==> src/rtl/serv_rf_ram_if.sv <==
// Bit-serial register-file port to 2-bit-wide simple-dual-port RAM bridge.
// Reads are streamed out LSB first one bit per cycle per operand; writes are packed two bits per RAM word.
module serv_rf_ram_if #(
    parameter  int CSR_REGS = 4,
    localparam int DEPTH    = (32 + CSR_REGS) * 16,
    localparam int AW       = $clog2(DEPTH)
) (
    input  logic          clk,
    input  logic          i_rst,
    input  logic          i_rreq,
    input  logic          i_wreq,
    output logic          o_ready,
    input  logic [5:0]    i_rreg0,
    input  logic [5:0]    i_rreg1,
    output logic          o_rdata0,
    output logic          o_rdata1,
    input  logic [5:0]    i_wreg0,
    input  logic [5:0]    i_wreg1,
    input  logic          i_wen0,
    input  logic          i_wen1,
    input  logic          i_wdata0,
    input  logic          i_wdata1,
    output logic [AW-1:0] o_raddr,
    output logic          o_ren,
    input  logic [1:0]    i_rdata,
    output logic [AW-1:0] o_waddr,
    output logic          o_wen,
    output logic [1:0]    o_wdata
);

    typedef enum logic [1:0] {IDLE, RD, WR} state_t;

    state_t     state, state_n;
    logic [5:0] cnt;
    logic       rd, wr;

    always_ff @(posedge clk or posedge i_rst) begin
        if (i_rst) begin
            state <= IDLE;
            cnt   <= 6'd0;
        end else begin
            state <= state_n;
            cnt   <= (state_n != state || state == IDLE) ? 6'd0 : cnt + 6'd1;
        end
    end

    // A read request wins over a simultaneous write request; busy phases ignore both.
    always_comb begin
        state_n = state;
        case (state)
            IDLE: begin
                if (i_rreq)      state_n = RD;
                else if (i_wreq) state_n = WR;
            end
            RD:      if (cnt == 6'd33) state_n = IDLE;
            WR:      if (cnt == 6'd34) state_n = IDLE;
            default: state_n = IDLE;
        endcase
    end

    assign rd      = (state == RD);
    assign wr      = (state == WR);
    assign o_ready = (rd && cnt == 6'd1) || (wr && cnt == 6'd0);

    // Read slots alternate operand 0 (even) and operand 1 (odd), word index = cnt/2.
    logic [9:0] raddr_full;
    logic [1:0] rd_sr;
    logic       rd_hold;
    logic       rd_bits;

    assign o_ren      = rd && !cnt[5];
    assign raddr_full = {(cnt[0] ? i_rreg1 : i_rreg0), cnt[4:1]};
    assign o_raddr    = o_ren ? AW'(raddr_full) : '0;

    always_ff @(posedge clk or posedge i_rst) begin
        if (i_rst) begin
            rd_sr   <= 2'b00;
            rd_hold <= 1'b0;
        end else if (rd) begin
            if (cnt[0]) begin
                rd_sr <= i_rdata;
            end else begin
                rd_sr   <= {1'b0, rd_sr[1]};
                rd_hold <= i_rdata[1];
            end
        end
    end

    // Operand 1 data arrives one cycle later than operand 0, so its even bit bypasses straight from the RAM.
    assign rd_bits  = rd && (cnt >= 6'd2);
    assign o_rdata0 = rd_bits && (|i_rreg0) && rd_sr[0];
    assign o_rdata1 = rd_bits && (|i_rreg1) && (cnt[0] ? rd_hold : i_rdata[0]);

    // Write side: even bit lands on odd cnt; port 0 word issues on the next even cnt, port 1 a cycle later.
    logic       wr_lo0, wr_lo1, wr_en0, wr_en1, wr_hen1;
    logic [1:0] wr_hold1;
    logic [3:0] wk;
    logic       p0, p1;

    assign wk = cnt[4:1] - 4'd1;
    assign p0 = wr && !cnt[0] && cnt >= 6'd2 && cnt <= 6'd32;
    assign p1 = wr &&  cnt[0] && cnt >= 6'd3 && cnt <= 6'd33;

    always_ff @(posedge clk or posedge i_rst) begin
        if (i_rst) begin
            wr_lo0   <= 1'b0;
            wr_lo1   <= 1'b0;
            wr_en0   <= 1'b0;
            wr_en1   <= 1'b0;
            wr_hen1  <= 1'b0;
            wr_hold1 <= 2'b00;
            o_wen    <= 1'b0;
            o_waddr  <= '0;
            o_wdata  <= 2'b00;
        end else begin
            o_wen <= (p0 && wr_en0 && (|i_wreg0)) || (p1 && wr_hen1 && (|i_wreg1));
            if (wr && cnt[0]) begin
                wr_lo0 <= i_wdata0;
                wr_lo1 <= i_wdata1;
                wr_en0 <= i_wen0;
                wr_en1 <= i_wen1;
            end
            if (p0) begin
                o_waddr  <= AW'({i_wreg0, wk});
                o_wdata  <= {i_wdata0, wr_lo0};
                wr_hold1 <= {i_wdata1, wr_lo1};
                wr_hen1  <= wr_en1;
            end
            if (p1) begin
                o_waddr <= AW'({i_wreg1, wk});
                o_wdata <= wr_hold1;
            end
        end
    end

endmodule

==> config.mk <==
export PLATFORM = sky130hd
export DESIGN_NAME = serv_rf_ram_if
export DESIGN_NICKNAME = d
export VERILOG_FILES = /design/src/rtl/serv_rf_ram_if.sv
export SDC_FILE = /design/constraint.sdc
export NUM_CORES = 1
export LEC_CHECK = 0
export CAP_MARGIN = 30
export CORE_MARGIN = 2
export CORE_UTILIZATION = 23
export CTS_BUF_LIST = sky130_fd_sc_hd__clkbuf_8
export CTS_CLUSTER_DIAMETER = 150
export DETAILED_ROUTE_END_ITERATION = 16
export GPL_ROUTABILITY_DRIVEN = 0
export PLACE_DENSITY_LB_ADDON = 0.2
export SLEW_MARGIN = 20
export SYNTH_ARGS = -nofsm -noshare
export SYNTH_HDL_FRONTEND = slang
export SYNTH_SLANG_ARGS = --single-unit
==> constraint.sdc <==
create_clock -name clk -period 2.87 [get_ports clk]
set_input_delay 0.574 -clock clk [delete_from_list [all_inputs] [get_ports clk]]
set_output_delay 0.574 -clock clk [all_outputs]
set_load 0.005 [all_outputs]
; ---- Word-level counts from Yosys, hierarchy flattened
; Index checks and enable logic that the tools add are counted.
[totals]
regBits = 31
latchBits = 0
ram_bits = 0
romBits = 0
out_inout_bits = 27
mem_count = 0
[op_classes]
n_addsub = 2
n_mul = 0
n_div = 0
magnitude_cmp = 4
n_eq_ne = 6
shifts = 0
muxes = 14
bitwise_logic = 1
n_reduce_logical = 31
[op_table]
columns = cell, n
row1 = 10-bit two-way mux, 3
row2 = 6-bit OR reduction, 4
row3 = 1-bit logical AND, 18
row4 = 2-bit two-way mux, 7
row5 = "6-bit == test, second input constant", 2
row6 = "6-bit by 2-bit greater-or-equal comparator with 1-bit output, second input constant", 2
row7 = "6-bit <= comparator, second input constant", 2
row8 = 6-bit two-way mux, 2
row9 = "6-bit by 1-bit adder with 6-bit output, second input constant", 1
row10 = "6-bit by 1-bit == test with 1-bit output, second input constant", 1
row11 = 6-bit zero test, 1
row12 = 2-bit case mux with 3 select lines, 1
row13 = "4-bit by 1-bit subtractor with 4-bit output, second input constant", 1
row14 = 1-bit logical OR, 3
row15 = "2-bit by 1-bit == test with 1-bit output, second input constant", 1
row16 = "2-bit == test, second input constant", 1
row17 = 1-bit zero test, 2
row18 = 2-bit zero test, 1
row19 = 2-bit inequality test, 1
row20 = 2-bit AND reduction, 1
row21 = 2-bit nonzero test, 1
row22 = 1-bit two-way mux, 1
row23 = 1-bit NOT, 1

; ---- Depth between registers and ports, before layout
[logic_depth]
ltp_word = 7
ltp_mapped = 10
mapped_depth_nobuf = 6

; ---- Worst setup path before layout
; Ideal clock, no wire load.
[synth_timing]
path_type = register to register
startpoint = reg cnt[0]
endpoint = reg wr_hen1
arrival_time_ps = 2472
setup_slack_ps = 274
path_stages_with_launch = 9
n_path_buf = 3
synth_period_minus_slack_ps = 2596
cell_sequence = dfrtp_1 -> clkbuf_1 -> clkbuf_1 -> inv_1 -> ha_1 -> o41a_2 -> buf_2 -> nand2b_4 -> mux2_2
[synth_between]
elab_chain_len = 4
elab_cells_between_ends = 6
classes_between = order compare (2) / reduce/logical (4)
[synth_rtl]
columns = item, line_no
row1 = start: declaration, 34  ; logic [5:0] cnt;
row2 = start signal: assignment, 43  ; cnt <= (state_n != state || state == IDLE) ? 6'd0 : cnt + 6'd1;
row3 = branches (longest 3 deep; another with 6-bit by 2-bit greater-or-equal comparator with 1-bit output), --
row4 = 1-bit logical AND *, 101  ; assign p0 = wr && !cnt[0] && cnt >= 6'd2 && cnt <= 6'd32;
row5 = end signal: assignment, 127  ; wr_hen1 <= wr_en1;
row6 = end: declaration, 95  ; logic wr_lo0, wr_lo1, wr_en0, wr_en1, wr_hen1;
; Every way passes the cells marked *.
; A chain may end at the register's enable or synchronous reset.

; ---- Final worst setup path
[layout_timing]
startpoint = in i_rreg1[2]
endpoint = out o_rdata1
[layout_between]
elab_chain_len = 3
[layout_rtl]
columns = item, line_no
row1 = start: declaration, 14  ; input logic [5:0] i_rreg1,
row2 = 6-bit OR reduction, 92  ; assign o_rdata1 = rd_bits && (|i_rreg1) && (cnt[0] ? rd_hold : i_rdata[0]);
row3 = 1-bit logical AND (2 in a row), 92
row4 = end: declaration, 16  ; output logic o_rdata1,
; No other way between the ends.

==> run metrics <==
fin util=0.345; Post-synth EDFFs=0; Post-Syn Instances=about 180; setup TNS=0 ps; Worst EP arrival=about 2200 ps; crit-path max cell delay=between 500 and 600 ps; register area share after synthesis=0.420; WL final=4710 um; Post-Synth Adder-Cell Area=0.0474; Worst-Margin Slew=616 ps; number of port buffers=60; CP max FO=2; Clk pwr share=0.178; largest family of logic cells by synthesized area=simple AND/OR/NAND/NOR gates; Buf/Inv on CP=2; I/O pins=a little over 60; top cell family by delay on the critical path=buffers and inverters; Sw Share=0.347; register bit count reported by yosys=31; clock-pin slew on the worst setup and hold paths=~60 ps; GRT Total Usage=0.113; Int Power=1.64 mW; GR Overflow Total=0; Worst Path Required=approximately 2300 ps; HP Class=register to register; Peak VDD IR=309 uV; Post-Place Cells=337; area delta synth->final=45.0%; clk_lat worst skew=280 ps; P_leak=1.08 nW; Root Buffer=clkbuf_8; total power=~2.5 mW; Avg WL per Cell=13.6 um; Syn Std Cell Area=1850 um2; distinct cell type count after synthesis=40; simple-gate share of the synthesized area=0.190; CTS H-tree depth=2; max-slew violations=0; RSZ-0062 raised after global routing=no; die height=93.6 um; crit-path cells=clkdlybuf4s50_1 > or4_1 > nor3_2 > nor4_1 > clkdlybuf4s50_1; DRT Pass-1 Iters=4; initial antenna violation count=0; Slowest-stage cell, CP=or4_1; post-synthesis mux area share=0.122; final setup skew=between 10 and 15 ps; DRC viols=0; Yosys warning total=0; Net Count, Synth=222; post-DP HPWL=roughly 3400 um; fin crit share=0.970; Reg power frac=0.305; total core area=7770 um2; min Tclk post-route=2780 ps; Post-CTS Setup Bufs=0; largest net degree at the start of global routing=32; vias in the first global route=1,565; Num CTS Buffers=5; DR vias=around 1,600; Max Freq=~0.36 GHz; Die W=93.6 um; area of the multi-input gates=978 um2; CTS Buffer Depth=2; DR iter-0 viols=69; Final Non-Filler Cells=345; Setup violations, final=0; diode count=0; Initial Utilization=0.238; vias per std cell=~4.5; startpoint types=input port; Slew headroom=0.588; CTS tree=yes; async set-reset flop share out of synthesis=1.00; combinational share of power=0.517; antenna-violating nets left=0; CP dominant cell by count=clkdlybuf4s50_1; Crit Path Class=input port to primary output; fraction of layout cells with a size suffix above 1=0.148; # Max-Cap Violations=0; xor/xnor share of the synthesized area=0.0285; Top FF cell, synth=dfrtp_1; Fill cells=roughly 810; Sw Pwr=0.871 mW; outcome=completed; row cnt=32; first-pass GRT wire length=roughly 7800 um; crit end category=primary output; final hold violation count=0; Sink Count=31; PD cells=937 nW/um2; Compound-Gate Fraction of Synth Area=0.134; # nets final=283; Syn Area/Cell=10.2 um2; Sequential Area=776 um2; Die Footprint=8760 um2
[registers in the layout, summed over array words and instances (netlist names), 2 cells and up]
signal / cells
cnt: 6
o_waddr: 10
rd_sr: 2
wr_hold1: 2
o_wdata: 2
state: 2
[placed cells by master, fill, tap and decap left out, types with 2 or more instances in the layout]
cell type        instances
nor3_1                  12
nand3b_1                 8
clkdlybuf4s50_1         59
nor4_1                   2
mux2_2                   8
and3_1                   2
o21ai_0                 11
and2_1                   2
ha_1                     6
a31oi_1                  8
o31ai_1                  3
dfrtp_1                 31
nand2_1                  6
nor2_1                  15
xor2_1                   5
nand3_1                  2
inv_1                    9
mux2_4                   3
nor2b_1                  2
buf_4                    6
a21oi_1                  2
clkbuf_8                 6
mux2i_1                  9
or4_1                    4
[final timing paths]
path	from	to	slack (ps)	cells past startpoint
worst max-delay path	i_rreg1[2]	o_rdata1	90	5
worst min-delay path	state[1]$_DFF_PP0_	state[0]$_DFF_PP0_	460	1
worst max register to register	cnt[1]$_DFF_PP0_	wr_hold1[0]$_DFFE_PP0P_	540	7
worst min register to register	state[1]$_DFF_PP0_	state[0]$_DFF_PP0_	460	1
max in group asynchronous	i_rst	wr_lo0$_DFFE_PP0P_	1870	3
min in group asynchronous	i_rst	wr_en1$_DFFE_PP0P_	680	3
[power groups by stage]
stage	Combinational [mW]	Sequential [mW]	Clock [mW]
3_3_place_gp	1.32	0.774	0
3_5_place_dp	1.31	0.774	0
4_1_cts	1.31	0.765	0.468
2_1_floorplan	0.771	0.722	0
5_1_grt	1.43	0.797	0.489
6_report	1.30	0.765	0.447
[stage by stage]
stage / area (um2) / hold slack, ps / setup slack [ps]
after floorplan: 1850 / 432 / 274
after global placement: 2550 / 455 / 1.86
after detailed placement: 2550 / 459 / -6.41
after CTS: 2660 / 469 / 20.7
after global routing: 2680 / 477 / 1.18
final: 2680 / 464 / 85.1
[Yosys cell counts (4+ instances only)]
cell      instances  area (um2)
a31oi_1           8        50.1
buf_2             4        20.0
clkbuf_1          5        18.8
dfrtp_1          31         776
ha_1              7        87.6
inv_1             9        33.8
mux2_2            8        90.1
mux2i_1           9        90.1
nand2_1           6        22.5
nand3b_1          8        60.1
nor2_1           15        56.3
nor3_1           13        65.1
o21ai_0          11        55.1
or4_1             4        30.0
xor2_1            5        43.8
[cell type report]
type | instances | share of cell area
well taps | 102 | 0.0477
clock inverters | 2 | 0.0131
inverters | 9 | 0.0126
clock buffers | 6 | 0.0308
repair buffers | 66 | 0.241
multi-input cells | 129 | 0.365
flip-flops and latches | 31 | 0.290
[logic make-up (layout without fill, tap and decap cells)]
logic type	Yosys count	after routing
compound gates	33	33
xor+xnor	6	6
fa+ha+maj	7	7
buf+inv	21	83
flops	31	31
mux	20	20
simple gates	63	63
[layer usage]
layer | GRT usage | up-vias | wire length, um
li1 | - | 776 | -
met1 | 0.151 | 753 | 2300
met2 | 0.177 | 34 | 2140
met3 | 0.0290 | 5 | 215
met4 | 0.0399 | 0 | 55
met5 | 0 | - | 0
[timing repair]
action / CTS / global route
pin swaps: 1 / 0
gates resized for setup: 1 / 3
hold endpoints to repair: 0 / 0
hold buffers: 0 / 0
endpoints found under the setup margin: 1 / 1
No activity file was read; power rests on OpenSTA's default activity.
